$ cat src/rtl/led_pkg.sv
// rtl/led_pkg.sv - shared types for the LED pattern generator.
package led_pkg;

  typedef enum logic [1:0] {
    LED_OFF     = 2'd0,
    LED_ON      = 2'd1,
    LED_BLINK   = 2'd2,
    LED_BREATHE = 2'd3
  } led_mode_t;

  typedef enum logic {
    WR_IDLE  = 1'b0,
    WR_APPLY = 1'b1
  } wr_state_t;

endpackage

$ cat src/rtl/led_chan.sv
// rtl/led_chan.sv - one LED channel: divider, blink phase, breathe ramp, output mux.
// Breathe ramp present only when LED_BREATHE_EN is defined; otherwise mode 3 blinks.
module led_chan
  import led_pkg::*;
#(
  parameter int CNT_W = 25
`ifdef LED_BREATHE_EN
  , parameter int PWM_W = 8
`endif
) (
  input  logic             clk,
  input  logic             rst,
  input  logic             commit,
  input  led_mode_t        mode_in,
  input  logic [CNT_W-1:0] div_in,
`ifdef LED_BREATHE_EN
  input  logic [PWM_W-1:0] pwm,
`endif
  output logic             led
);

  led_mode_t        mode;
  logic [CNT_W-1:0] div;
  logic [CNT_W-1:0] cnt;
  logic             phase;
  logic             step;
  logic             led_next;

  assign step = (cnt == div);

  always_ff @(posedge clk) begin
    if (rst) begin
      mode  <= LED_OFF;
      div   <= '1;
      cnt   <= '0;
      phase <= 1'b0;
      led   <= 1'b0;
    end else begin
      led <= led_next;
      if (commit) begin
        mode  <= mode_in;
        div   <= div_in;
        cnt   <= '0;
        phase <= 1'b0;
      end else begin
        cnt <= step ? '0 : cnt + CNT_W'(1);
        if (step) phase <= ~phase;
      end
    end
  end

`ifdef LED_BREATHE_EN
  localparam logic [PWM_W-1:0] LEVEL_MAX = '1;

  logic [PWM_W-1:0] level;
  logic             dir_up;

  // Triangle ramp: bounces off both ends so each extreme is held for one step only.
  always_ff @(posedge clk) begin
    if (rst || commit) begin
      level  <= '0;
      dir_up <= 1'b1;
    end else if (step) begin
      if (dir_up) begin
        if (level == LEVEL_MAX) begin
          dir_up <= 1'b0;
          level  <= level - PWM_W'(1);
        end else begin
          level <= level + PWM_W'(1);
        end
      end else begin
        if (level == '0) begin
          dir_up <= 1'b1;
          level  <= PWM_W'(1);
        end else begin
          level <= level - PWM_W'(1);
        end
      end
    end
  end
`endif

  always_comb begin
    led_next = 1'b0;
    case (mode)
      LED_OFF:     led_next = 1'b0;
      LED_ON:      led_next = 1'b1;
      LED_BLINK:   led_next = phase;
`ifdef LED_BREATHE_EN
      LED_BREATHE: led_next = (pwm < level);
`else
      LED_BREATHE: led_next = phase;
`endif
      default:     led_next = 1'b0;
    endcase
  end

endmodule

$ cat src/rtl/led_pattern_gen.sv
// rtl/led_pattern_gen.sv - multi-channel LED pattern generator with valid/ready config port.
// Define LED_BREATHE_EN to build the triangle-ramped PWM breathe mode and shared PWM counter.
module led_pattern_gen
  import led_pkg::*;
#(
  parameter int CHANNELS = 4,
  parameter int CNT_W    = 25,
  parameter int PWM_W    = 8
) (
  input  logic                                  clk,
  input  logic                                  rst,
  input  logic                                  cfg_valid,
  output logic                                  cfg_ready,
  input  logic [((CHANNELS > 1) ? $clog2(CHANNELS) : 1)-1:0] cfg_chan,
  input  logic [1:0]                            cfg_mode,
  input  logic [CNT_W-1:0]                      cfg_div,
  output logic [CHANNELS-1:0]                   blink
);

  localparam int CHAN_W = (CHANNELS > 1) ? $clog2(CHANNELS) : 1;

  wr_state_t         state;
  logic [CHAN_W-1:0] lat_chan;
  led_mode_t         lat_mode;
  logic [CNT_W-1:0]  lat_div;
  logic [CHANNELS-1:0] commit;

  always_ff @(posedge clk) begin
    if (rst) begin
      state     <= WR_IDLE;
      cfg_ready <= 1'b0;
      lat_chan  <= '0;
      lat_mode  <= LED_OFF;
      lat_div   <= '0;
    end else begin
      case (state)
        WR_IDLE: begin
          if (cfg_valid && cfg_ready) begin
            lat_chan  <= cfg_chan;
            lat_mode  <= led_mode_t'(cfg_mode);
            lat_div   <= cfg_div;
            state     <= WR_APPLY;
            cfg_ready <= 1'b0;
          end else begin
            cfg_ready <= 1'b1;
          end
        end
        WR_APPLY: begin
          state     <= WR_IDLE;
          cfg_ready <= 1'b1;
        end
        default: begin
          state     <= WR_IDLE;
          cfg_ready <= 1'b0;
        end
      endcase
    end
  end

`ifdef LED_BREATHE_EN
  logic [PWM_W-1:0] pwm;

  always_ff @(posedge clk) begin
    if (rst) pwm <= '0;
    else     pwm <= pwm + PWM_W'(1);
  end
`endif

  // An out-of-range channel index matches no select line, so the write is simply dropped.
  for (genvar i = 0; i < CHANNELS; i++) begin : g_chan
    assign commit[i] = (state == WR_APPLY) && (lat_chan == CHAN_W'(i));

    led_chan #(
      .CNT_W (CNT_W)
`ifdef LED_BREATHE_EN
      , .PWM_W (PWM_W)
`endif
    ) u_chan (
      .clk     (clk),
      .rst     (rst),
      .commit  (commit[i]),
      .mode_in (lat_mode),
      .div_in  (lat_div),
`ifdef LED_BREATHE_EN
      .pwm     (pwm),
`endif
      .led     (blink[i])
    );
  end

endmodule
$ cat config.mk
export PLATFORM = sky130hd
export DESIGN_NAME = led_pattern_gen
export DESIGN_NICKNAME = d
export VERILOG_FILES = /design/src/rtl/led_pkg.sv /design/src/rtl/led_chan.sv /design/src/rtl/led_pattern_gen.sv
export SDC_FILE = /design/constraint.sdc
export NUM_CORES = 1
export LEC_CHECK = 0
export BUFFER_PORTS_ARGS = -buffer_cell sky130_fd_sc_hd__buf_2
export CELL_PAD_IN_SITES_DETAIL_PLACEMENT = 0
export CELL_PAD_IN_SITES_GLOBAL_PLACEMENT = 1
export CORE_MARGIN = 8
export CORE_UTILIZATION = 45
export CTS_BUF_LIST = sky130_fd_sc_hd__clkbuf_8
export CTS_CLUSTER_DIAMETER = 150
export DETAILED_ROUTE_END_ITERATION = 6
export PLACE_DENSITY = 0.82
export SYNTH_ARGS = -nofsm -noshare
export SYNTH_HDL_FRONTEND = slang
export SYNTH_SLANG_ARGS = --single-unit
$ cat constraint.sdc
create_clock -name clk -period 1.7 [get_ports clk]
set_clock_uncertainty 0.15 [all_clocks]
set_input_delay 0.51 -clock clk [delete_from_list [all_inputs] [get_ports clk]]
set_output_delay 0.51 -clock clk [all_outputs]
set_load 0.02 [all_outputs]
==> flow_summary.rst <==
.. list-table::
   :header-rows: 1

   * - Metric
     - Value
   * - Result of the run
     - finished, violations left
   * - Failing checks
     - negative setup slack
   * - Port bufs
     - 36
   * - Area leader, netlist
     - dfxtp_1
   * - Number of cells on the worst reg-to-reg path
     - 5
   * - Worst setup path startpoint
     - g_chan[1].u_chan.cnt[4]$_SDFF_PP0_
   * - GR Layer Usage met3
     - under 10%
   * - Total track usage
     - a little under a fifth
   * - Type of destination of the critical path
     - register
   * - P&R area growth vs syn
     - 22.4%
   * - Data arrival time of the critical path
     - approximately 2100 ps
   * - Sort of element at the start of the critical path
     - register
   * - Core area
     - ~23000 sq um
   * - HP Start
     - cfg_div[19]
   * - Number of storage elements in the synthesis netlist
     - approximately 250
   * - Most common cell after layout, fill and taps aside
     - dfxtp_1
   * - PD cells
     - 906 nW/um^2
   * - Start-to-end type of the worst setup path
     - register to register
   * - Remaining max-slew budget at the tightest pin
     - around 66%
   * - Clock buffers created by TritonCTS
     - 41
   * - Part of the cycle the worst path needs
     - 107%
   * - Combinational Power Share
     - ~4.5%
   * - Minimum setup slack among reg-to-reg paths
     - -120 ps
   * - DRC violation total after the first TritonRoute iteration
     - roughly 500
   * - Inserted Diodes
     - 0
   * - Grt ovf
     - 0
   * - Crit path time final
     - 1820 ps
   * - Switching share of power
     - between 20% and 30%
   * - Internal Dissipation
     - ~0.009 W
   * - Width of the die
     - around 170 microns
   * - Busiest metal layer after global routing
     - met2
   * - Min-Delay Endpoint
     - lat_div[19]$_SDFFE_PP0P_
   * - Number of rows created at floorplan
     - 56
   * - Crit Reg-Reg Startpoint
     - g_chan[1].u_chan.cnt[4]$_SDFF_PP0_
   * - Least setup slack across all paths after layout
     - -124 ps
   * - Part of the total power dissipated in the clock network
     - between 40 and 50%
   * - Share of power burned in registers
     - 51.4%
   * - Met2 GRT Util
     - between 20 and 30%
   * - Count of endpoints failing setup in the final report
     - 87
   * - Die outline height
     - between 150 and 200 microns
   * - Yosys warning count
     - 0
   * - Die Area
     - between 20000 and 30000 sq um
   * - Total number of vias
     - ~8400
   * - Most used cells in the layout excluding fill and tap cells
     - dfxtp_1 (224), nand2_1 (189), xor2_1 (141), nor2_1 (130), buf_4 (113)
   * - Via count of the first global-routing pass
     - 8254
   * - Peak supply drop
     - around 700 uV
   * - Nets in the synthesized netlist
     - between 1000 and 1500
   * - Count of final hold-check violations
     - 0
   * - Drt wl/cell
     - 15.7 microns
   * - Effective utilization at floorplan
     - between 40% and 50%
   * - Worst-path clk slew
     - approximately 70 ps
   * - Unique cell type count in the Yosys netlist
     - 40
   * - First-pass GRT wire length
     - 42600 microns
   * - Fraction of layout instances using a drive strength above 1
     - about 21%
   * - Cells on Worst Hold Path
     - 2
   * - Top cell type's share of synthesized area
     - ~47%
   * - Number of design rule violations left after detail routing
     - 0
   * - Vias per cell
     - around 5.0
   * - Final design area excluding fillers
     - between 10000 and 15000 sq um
   * - Largest fanout on the critical path
     - 3
   * - Number of flops mapped to enable cells by yosys
     - 0
   * - Terminus of the critical flop-to-flop path
     - g_chan[1].u_chan.phase$_SDFFE_PP0N_
   * - Total clock sinks
     - around 250
   * - Sequential share of the synthesized area
     - between 40% and 50%
   * - Post-synthesis area per instance
     - 8.98 sq um
   * - Met1 demand-to-capacity share in global routing
     - about a quarter
   * - Final net count
     - 1358
   * - Antenna violations before repair
     - 0
   * - Total Routed Length
     - ~26000 microns
   * - RePlAce Congestion
     - slightly above 0.8
   * - Number of maximum-capacitance violations
     - 0
   * - Maximum buffer depth of the clock tree
     - 3
   * - Final total negative setup slack
     - -4420 ps
   * - Latest clock arrival within the worst-skew pair
     - ~550 ps
   * - Largest cells by area after synthesis
     - dfxtp_1 (47%), xor2_1 (12%), nand2_1 (6.7%)
   * - CP required
     - 2020 ps
   * - Fraction of synthesis flops using an asynchronous set or reset pin
     - 0%
   * - Leak pwr
     - 5.09 nW
   * - Cell at the root of the clock tree
     - clkbuf_8
   * - Maximum clock frequency
     - approximately 550 MHz
   * - Total standard cell area after synthesis
     - between 10000 and 15000 sq um
   * - Cell count after synthesis
     - between 1000 and 1500
   * - Clock tree from TritonCTS
     - yes
   * - Fin. max-slew vios
     - 0
   * - Most used flip-flop cell after synthesis
     - dfxtp_1
   * - RSZ-0062 raised after global routing
     - true
   * - H-Tree Depth
     - 2
   * - DRT Pass-1 Iters
     - 4
   * - Min-delay worst type
     - input port to register
   * - Number of ports placed on the die boundary
     - 37
   * - Worst Max-Slew Pin Slew
     - between 500 and 600 ps
   * - Post-place instance area
     - 11900 sq um
   * - Number of nets with antenna violations after detailed routing
     - 0
   * - Switching power
     - approximately 0.0028 W
   * - Placed wire-length estimate
     - ~18000 microns
   * - Maximum number of pins on one net before global-route repair
     - 46
-- synthesized netlist by cell type, types with 2 or more instances --
master	instances
inv_1	9
nor2_1	131
dfxtp_1	247
nor4_1	24
a21boi_0	4
nand3_1	43
nor3_1	19
o21ai_0	5
o21ai_2	3
and2_1	3
a211o_1	25
a22o_1	29
and3_1	18
nor2_2	3
nor2b_1	25
xnor2_1	49
buf_2	16
buf_1	5
nor4_2	3
nand2_1	189
mux2i_1	6
and4_1	12
clkbuf_1	40
buf_4	4
nand4_1	24
or3_1	7
nand3_2	2
xor2_1	142
a21oi_1	7
nand3b_1	76
ha_1	4
-- sequential cells by signal, summed over array words and instances (netlist names) --
signal,flops
cfg_ready,1
g_chan.u_chan.cnt,100
g_chan.u_chan.div,100
g_chan.u_chan.led,4
g_chan.u_chan.mode,8
g_chan.u_chan.phase,4
lat_chan,2
lat_div,25
lat_mode,2
state,1
-- through the flow --
step	hold slack (ps)	util [%]	cells	total power, W	setup WS (ps)
2_1_floorplan	282	-	1183	0.00642	-40.7
3_3_place_gp	294	51.1	1588	0.00667	-150
3_5_place_dp	297	51.1	1588	0.00668	-173
4_1_cts	0.336	55.4	1669	0.0119	-111
5_1_grt	0.984	55.7	1671	0.0123	-222
6_report	28.8	55.7	1671	0.0118	-124
-- critical path: stages (launching register included) --
cell and delay, ps:
dfxtp_1 350, xor2_1 160, nor4_1 370, nand4_1 210, or3_1 410, a21boi_1 120
-- cell type report --
| class | count | area [sq um] |
|---|---|---|
| fillers | 2144 | 10300 |
| multi-input cells | 861 | 5510 |
| flip-flops and latches | 247 | 4980 |
| repair buffers | 162 | 1260 |
| clock buffers | 49 | 674 |
| well taps | 319 | 399 |
| clock inverters | 24 | 144 |
| inverters | 9 | 33.8 |
-- power by group through the flow --
stage | Combinational (W) | Sequential (W) | Clock (W)
after floorplan | 0.000319 | 0.00610 | 0
after global placement | 0.000495 | 0.00618 | 0
after detailed placement | 0.000502 | 0.00618 | 0
after CTS | 0.000525 | 0.00605 | 0.00534
after global routing | 0.000585 | 0.00606 | 0.00562
final | 0.000531 | 0.00605 | 0.00520
-- worst max-delay path by stage --
stage | to | slack [ps] | depth (start not counted)
2_1_floorplan | g_chan[1].u_chan.cnt[24]$_SDFF_PP0_ | -40 | 7
3_3_place_gp | g_chan[1].u_chan.phase$_SDFFE_PP0N_ | -150 | 5
3_5_place_dp | g_chan[3].u_chan.phase$_SDFFE_PP0N_ | -170 | 5
4_1_cts | g_chan[1].u_chan.cnt[20]$_SDFF_PP0_ | -110 | 7
5_1_grt | g_chan[1].u_chan.phase$_SDFFE_PP0N_ | -220 | 6
6_report | g_chan[1].u_chan.phase$_SDFFE_PP0N_ | -120 | 5
-- layer usage --
metal / up-vias / wire (microns)
met1: 3963 / 12500
met3: 40 / 1340
met5: - / 0
li1: 4254 / -
met4: 0 / 549
met2: 160 / 11900
-- logic make-up after synthesis --
group           synth area share, %
fa+ha+maj                     0.471
buf+inv                        3.05
simple gates                   28.0
xor+xnor                       15.7
compound gates                 5.60
mux                           0.565
flops                          46.6
-- what timing repair did --
action                     CTS  global route
pin swaps                   21             8
hold endpoints to repair     6             0
cloned                       0             0
setup buffers                2             2
setup endpoints to repair  105           106
hold buffers                 6             0
resized for setup           37            18
(Power assumes the default switching activity.)
